## src/rtl/pcm_to_i2s_pkg.sv

```systemverilog
// Shared I2S constants and small decode helpers used by the transmit path.
package pcm_to_i2s_pkg;

   // Sample width per channel; the receiver shares this value.
   localparam int I2S_NUMBER_OF_BITS = 8;
   // sck periods per channel slot; always at least I2S_NUMBER_OF_BITS.
   localparam int I2S_SLOT_BITS      = 16;
   // clk cycles per sck half-period; always at least 1.
   localparam int I2S_CLK_DIV        = 1;

   // What the serial data line carries in a given frame bit position.
   typedef enum logic [1:0] {
      SEG_FRAME_START,   // f == 0: load the new pair, drive left MSB
      SEG_LEFT,          // remaining left sample bits
      SEG_RIGHT,         // right sample bits
      SEG_PAD            // slot padding, driven low
   } bit_seg_e;

   // Bits needed to count 0..n-1, never less than one.
   function automatic int count_width(input int n);
      int w;
      w = (n <= 2) ? 1 : $clog2(n);
      return w;
   endfunction

   // Classify frame index f for a given sample width and slot length.
   function automatic bit_seg_e segment_of(input int f, input int nbits, input int slot);
      bit_seg_e seg;
      seg = SEG_PAD;
      if (f == 0)
         seg = SEG_FRAME_START;
      else if (f < nbits)
         seg = SEG_LEFT;
      else if ((f >= slot) && (f < slot + nbits))
         seg = SEG_RIGHT;
      return seg;
   endfunction

   // ws rises one bit before the right slot and falls one bit before the left slot.
   function automatic logic ws_of(input int f, input int slot);
      logic ws;
      ws = (f >= slot - 1) && (f <= 2*slot - 2);
      return ws;
   endfunction

endpackage

```

## src/rtl/pcm_to_i2s_clock_gen.sv

```systemverilog
// I2S master bit-clock generator: divider, registered sck, fall-tick strobe
// and frame bit index. Kept free of any data path so a master receiver can reuse it.
module i2s_clock_gen
   import pcm_to_i2s_pkg::*;
#(
   parameter int CLK_DIV   = I2S_CLK_DIV,
   parameter int SLOT_BITS = I2S_SLOT_BITS
) (
   input  logic                                    clk,
   input  logic                                    reset,
   output logic                                    o_sck,
   output logic                                    o_fall_tick,
   output logic [count_width(2*SLOT_BITS)-1:0]     o_f_next
);

   localparam int DW = count_width(CLK_DIV);
   localparam int FW = count_width(2*SLOT_BITS);
   localparam logic [DW-1:0] DIV_LAST = DW'(CLK_DIV - 1);
   localparam logic [FW-1:0] F_LAST   = FW'(2*SLOT_BITS - 1);

   logic [DW-1:0] r_div;
   logic          r_sck;
   logic [FW-1:0] r_f;

   logic          w_wrap;
   logic          w_fall;
   logic [FW-1:0] w_f_next;

   // Divider wrap, sck fall strobe and the frame index the next fall enters.
   // NOTE: every output of a combinational block is assigned on every pass, so no latch can be inferred.
   always_comb begin
      w_wrap   = (r_div == DIV_LAST);
      w_fall   = w_wrap && r_sck;
      w_f_next = (r_f == F_LAST) ? '0 : r_f + 1'b1;
   end

   // Divider, sck and frame index; f resets to its last value so the first fall enters f=0.
   // NOTE: state is updated with non-blocking assignments so every register samples pre-edge values.
   always_ff @(posedge clk) begin
      if (reset) begin
         r_div <= '0;
         r_sck <= 1'b0;
         r_f   <= F_LAST;
      end else begin
         r_div <= w_wrap ? '0 : r_div + 1'b1;
         if (w_wrap)
            r_sck <= ~r_sck;
         if (w_fall)
            r_f <= w_f_next;
      end
   end

   assign o_sck       = r_sck;
   assign o_fall_tick = w_fall;
   assign o_f_next    = w_f_next;

endmodule

```

## src/rtl/pcm_to_i2s.sv

```systemverilog
// I2S master transmitter: one-pair holding register behind a valid/ready
// handshake, left/right shift registers and ws/sd decode on sck falls.
module pcm_to_i2s
   import pcm_to_i2s_pkg::*;
#(
   parameter int NUMBER_OF_BITS = I2S_NUMBER_OF_BITS,
   parameter int SLOT_BITS      = I2S_SLOT_BITS,
   parameter int CLK_DIV        = I2S_CLK_DIV
) (
   input  logic                      clk,
   input  logic                      reset,
   input  logic [NUMBER_OF_BITS-1:0] in_left,
   input  logic [NUMBER_OF_BITS-1:0] in_right,
   input  logic                      in_valid,
   output logic                      in_ready,
   output logic                      sck,
   output logic                      ws,
   output logic                      sd,
   output logic                      frame_start,
   output logic                      underrun
);

   localparam int NB = NUMBER_OF_BITS;
   localparam int FW = count_width(2*SLOT_BITS);

   logic          w_sck;
   logic          w_fall_tick;
   logic [FW-1:0] w_f_next;

   logic          w_accept;
   logic          w_frame_start;
   logic          w_ws_next;
   bit_seg_e      w_seg;
   logic [NB-1:0] w_load_left;
   logic [NB-1:0] w_load_right;

   logic          r_full;
   logic          r_in_ready;
   logic [NB-1:0] r_hold_left;
   logic [NB-1:0] r_hold_right;
   logic [NB-1:0] r_sh_left;
   logic [NB-1:0] r_sh_right;
   logic          r_ws;
   logic          r_sd;

   i2s_clock_gen #(
      .CLK_DIV   (CLK_DIV),
      .SLOT_BITS (SLOT_BITS)
   ) u_clock_gen (
      .clk         (clk),
      .reset       (reset),
      .o_sck       (w_sck),
      .o_fall_tick (w_fall_tick),
      .o_f_next    (w_f_next)
   );

   // Handshake, frame-start detect, bit-position decode and the pair to load (zeros on underrun).
   always_comb begin
      w_accept      = in_valid && r_in_ready;
      w_frame_start = w_fall_tick && (w_f_next == '0);
      w_seg         = segment_of(int'(w_f_next), NB, SLOT_BITS);
      w_ws_next     = ws_of(int'(w_f_next), SLOT_BITS);
      w_load_left   = r_full ? r_hold_left  : '0;
      w_load_right  = r_full ? r_hold_right : '0;
   end

   // Holding register: full flag and registered ready; an accept and a transfer never coincide.
   always_ff @(posedge clk) begin
      if (reset) begin
         r_full     <= 1'b0;
         r_in_ready <= 1'b1;
      end else if (w_accept) begin
         r_full     <= 1'b1;
         r_in_ready <= 1'b0;
      end else if (w_frame_start && r_full) begin
         r_full     <= 1'b0;
         r_in_ready <= 1'b1;
      end
   end

   // Holding data is only ever read while full is set, so it needs no reset.
   // NOTE: pure data storage is left unreset; its qualifying flag carries the reset instead.
   always_ff @(posedge clk) begin
      if (w_accept) begin
         r_hold_left  <= in_left;
         r_hold_right <= in_right;
      end
   end

   // Serialiser: on each sck fall drive ws and the next sd bit, MSB first.
   always_ff @(posedge clk) begin
      if (reset) begin
         r_sh_left  <= '0;
         r_sh_right <= '0;
         r_ws       <= 1'b0;
         r_sd       <= 1'b0;
      end else if (w_fall_tick) begin
         r_ws <= w_ws_next;
         unique case (w_seg)
            SEG_FRAME_START: begin
               r_sd       <= w_load_left[NB-1];
               r_sh_left  <= w_load_left << 1;
               r_sh_right <= w_load_right;
            end
            SEG_LEFT: begin
               r_sd      <= r_sh_left[NB-1];
               r_sh_left <= r_sh_left << 1;
            end
            SEG_RIGHT: begin
               r_sd       <= r_sh_right[NB-1];
               r_sh_right <= r_sh_right << 1;
            end
            default: begin
               r_sd <= 1'b0;
            end
         endcase
      end
   end

   assign in_ready    = r_in_ready;
   assign sck         = w_sck;
   assign ws          = r_ws;
   assign sd          = r_sd;
   assign frame_start = w_frame_start;
   assign underrun    = w_frame_start && !r_full;

endmodule

```

## config.mk

```make
export PLATFORM = sky130hd
export DESIGN_NAME = pcm_to_i2s
export DESIGN_NICKNAME = d
export VERILOG_FILES = /design/src/rtl/pcm_to_i2s_pkg.sv /design/src/rtl/pcm_to_i2s_clock_gen.sv /design/src/rtl/pcm_to_i2s.sv
export SDC_FILE = /design/constraint.sdc
export NUM_CORES = 1
export LEC_CHECK = 0
export CAP_MARGIN = 10
export CELL_PAD_IN_SITES_DETAIL_PLACEMENT = 0
export CELL_PAD_IN_SITES_GLOBAL_PLACEMENT = 1
export CORE_ASPECT_RATIO = 1.1
export CORE_UTILIZATION = 43
export DETAILED_ROUTE_END_ITERATION = 7
export PLACE_DENSITY = 0.9
export SETUP_SLACK_MARGIN = 0.1
export SYNTH_ARGS = -nofsm -noshare
export SYNTH_HDL_FRONTEND = slang
export SYNTH_SLANG_ARGS = --single-unit
```

## constraint.sdc

```tcl
create_clock -name clk -period 3 [get_ports clk]
set_input_delay 0.6 -clock clk [delete_from_list [all_inputs] [get_ports clk]]
set_output_delay 0.6 -clock clk [all_outputs]
set_load 0.005 [all_outputs]
```

==> impl_metrics.csv <==
group,metric,value,unit
routing,vias,1371,
clock_network,cts.sinks,42,
worst_setup_path,cp-end-kind,"output pin",
clock_network,htree_levels,2,
placed_design,dp_slack,0.265,ns
placed_design,io_buffers,24,
logic_synthesis,yosys_warnings,0,
clock_network,cts_setup_buffers,0,
timing,fmax,362,MHz
layout,nFillCells,376,
routing,firstDrtPassIters,4,
power,ir_drop,0.000330,V
clock_network,cts_resized,8,
timing,fin_skew,0.00466,ns
placed_design,dp_cells,257,
layout,syn_to_final_growth,23.9,%
worst_setup_path,required,2.40,ns
worst_setup_path,cp.arrival,2.16,ns
logic_synthesis,synth_area_leaders,"dfxtp_1 (27%), edfxtp_1 (25%), a311oi_2 (5.4%), nand2b_1 (3.5%), ha_1 (3.2%)",
timing,rsz0062_at_grt,"no",
placed_design,place.gp.congestion,0.845,
global_route,gr-total-overflow,0,
worst_setup_path,r2r_setup_slack,0.58,ns
timing,setup_viol,0,
timing,drv_slew,0,
layout,instances_no_fill,265,
logic_synthesis,synth-xor-area-share,0.00451,
timing,slew_headroom,0.394,
placed_design,dp_hpwl,2.29,mm
timing,tns,0,ns
global_route,grt_pass1_vias,1221,
routing,wl,3.24,mm
routing,ant_nets,0,
clock_network,cts_tree,"done",
layout,nets,234,
floorplan,coreArea,4320,µm²
logic_synthesis,synth_edf_count,16,
floorplan,die-area,4790,µm²
clock_network,cts_max_path_buffers,2,
floorplan,die_x,66.1,µm
routing,wire_per_inst,12.2,µm
logic_synthesis,synth_top_family_by_area,"simple AND/OR/NAND/NOR gates",
worst_setup_path,path_class,"register to output pin",
timing,hold_slack,0.473,ns
timing,min_period_over_period,0.921,
min_path,hold_path.class,"register to register",
timing,period_minus_slack,2.76,ns
layout,finalInstanceArea,2400,µm²
floorplan,ios,25,
logic_synthesis,synth-compound-area-share,0.146,
status,run_status,"finished, final reports clean",
logic_synthesis,synth.area.mux_share,0.0361,
logic_synthesis,yosys.area_share.simple,0.226,
logic_synthesis,synth_top_cell_by_area,"dfxtp_1",
floorplan,rows,25,
floorplan,die_height,72.5,µm
logic_synthesis,synthAdderAreaFrac,0.0322,
global_route,grt_start_max_net_pins,24,
layout,drive_gt1_frac,0.180,
global_route,antenna_found_initial,0,
floorplan,start_util,0.450,
routing,route.detailed.drc,0,
logic_synthesis,synthesis.area,1940,µm²
power,power_density,566,nW/µm²
global_route,track_usage,0.154,
logic_synthesis,synth_cells,178,
logic_synthesis,synth_seq_area_share,0.516,
logic_synthesis,async_reset_ff_frac,0,
power,leakage,0.830,nW
logic_synthesis,synth_ff_type,"dfxtp_1",
timing,final_hold_viol_count,0,
logic_synthesis,syn_area_per_cell,10.9,µm²
clock_network,clkTransAtPathRegs,0.08,ns
worst_setup_path,crit_path_max_fanout,5,
clock_network,root_buffer,"clkbuf_8",
logic_synthesis,yosys_register_bits,42,
logic_synthesis,synthesis.nets,202,
clock_network,holdBufCountCts,0,
clock_network,numCtsBuffers,5,
global_route,grt_pass1_wl,5.43,mm
routing,via_per_inst,5.17,
timing,layout_setup_ws,0.238,ns
clock_network,clk_latency,0.29,ns
placed_design,dpl_cell_area,2280,µm²
timing,worst_slew_pin_slew,0.906,ns
logic_synthesis,synth.distinct_cells,42,
routing,dr.first_iter.drc_count,52,
layout,antenna_cells,0,
worst_setup_path,worst_setup_path_start_kind,"register",
logic_synthesis,synth_top_area_frac,0.268,
run,maxCapViolCount,0,
cell usage after synthesis (2+ instances only):
master / count
ha_1: 5
o21bai_1: 2
clkbuf_1: 4
edfxtp_1: 16
mux2i_4: 2
nand2_1: 13
buf_4: 2
a21oi_1: 5
nand3b_1: 8
a311oi_1: 6
nor2b_1: 6
nor3_1: 8
buf_2: 4
nand2b_1: 11
nor2_1: 14
nand3_1: 10
o21ai_0: 3
dfxtp_1: 26
inv_1: 3
a211o_1: 2
a311oi_2: 7
path summary, 6_finish.rpt:
check / startpoint / to / depth (start not counted)
setup / recovery: u_clock_gen.r_f[0]$_SDFFE_PP1P_ / underrun / 8
hold / removal: r_sh_right[0]$_SDFFE_PP0P_ / r_sh_right[0]$_SDFFE_PP0P_ / 2
setup reg to reg: u_clock_gen.r_f[0]$_SDFFE_PP1P_ / r_sh_right[6]$_SDFFE_PP0P_ / 9
hold reg to reg: r_sh_right[0]$_SDFFE_PP0P_ / r_sh_right[0]$_SDFFE_PP0P_ / 2
placed cells by master (no fill, tap or decap), drive strengths merged, types with 2 or more instances in the layout:
| master | n |
|---|---|
| nor3 | 10 |
| nor2 | 14 |
| a311oi | 13 |
| mux2i | 3 |
| a21oi | 5 |
| buf | 12 |
| nand2 | 13 |
| inv | 3 |
| and3b | 2 |
| nand3 | 10 |
| nand3b | 8 |
| ha | 5 |
| clkdlybuf4s50 | 22 |
| o21bai | 2 |
| nor2b | 6 |
| nand2b | 11 |
| clkbuf | 6 |
| a211o | 2 |
| dfxtp | 26 |
| dlygate4sd2 | 2 |
| edfxtp | 16 |
| o21ai | 4 |
flip-flops by register name (all words and copies together), names as in the netlist:
register and count:
r_hold_left 8, u_clock_gen.r_div 1, r_full 1, u_clock_gen.r_f 5
r_hold_right 8, in_ready 1, r_sh_right 8, sd 1
r_sh_left 7, u_clock_gen.o_sck 1, ws 1
cell families after synthesis:
logic type	Yosys count
mux	4
buf+inv	14
flops	42
compound gates	32
fa+ha+maj	5
simple gates	79
xor+xnor	1
other cells	1
where the power goes:
group	internal (mW)	switching, mW
clock network	0.248	0.186
logic	0.139	0.134
registers	0.635	0.0204
total	1.02	0.340
final cells by class:
class / count / area (µm²) / share of cell area
multi-input cells: 122 / 885 / 0.368
flip-flops and latches: 42 / 1000 / 0.417
well taps: 54 / 67.6 / 0.0281
clock buffers: 6 / 72.6 / 0.0302
clock inverters: 2 / 37.5 / 0.0156
repair buffers: 36 / 328 / 0.136
inverters: 3 / 11.3 / 0.00468
per-stage QoR:
step	util	total power, mW
5_1_grt	0.557	1.43
6_report	0.557	1.36
4_1_cts	0.557	1.38
3_3_place_gp	0.528	0.934
2_1_floorplan	-	0.859
3_5_place_dp	0.528	0.938
metal layers:
metal / vias up / GRT usage / routed length, µm
met5: - / 0 / 0
met4: 0 / 0.0922 / 47
met3: 2 / 0.0377 / 134
met2: 33 / 0.246 / 1560
met1: 631 / 0.185 / 1500
li1: 705 / - / -
critical path: stages (launching register included):
cell	delay (ns)
dfxtp_2	0.32
ha_2	0.18
and3_4	0.18
ha_2	0.19
buf_4	0.14
o21a_1	0.23
and3b_2	0.24
nor2b_4	0.13
dlygate4sd2_1	0.25
Note: power is estimated with default switching activity, not from simulation.
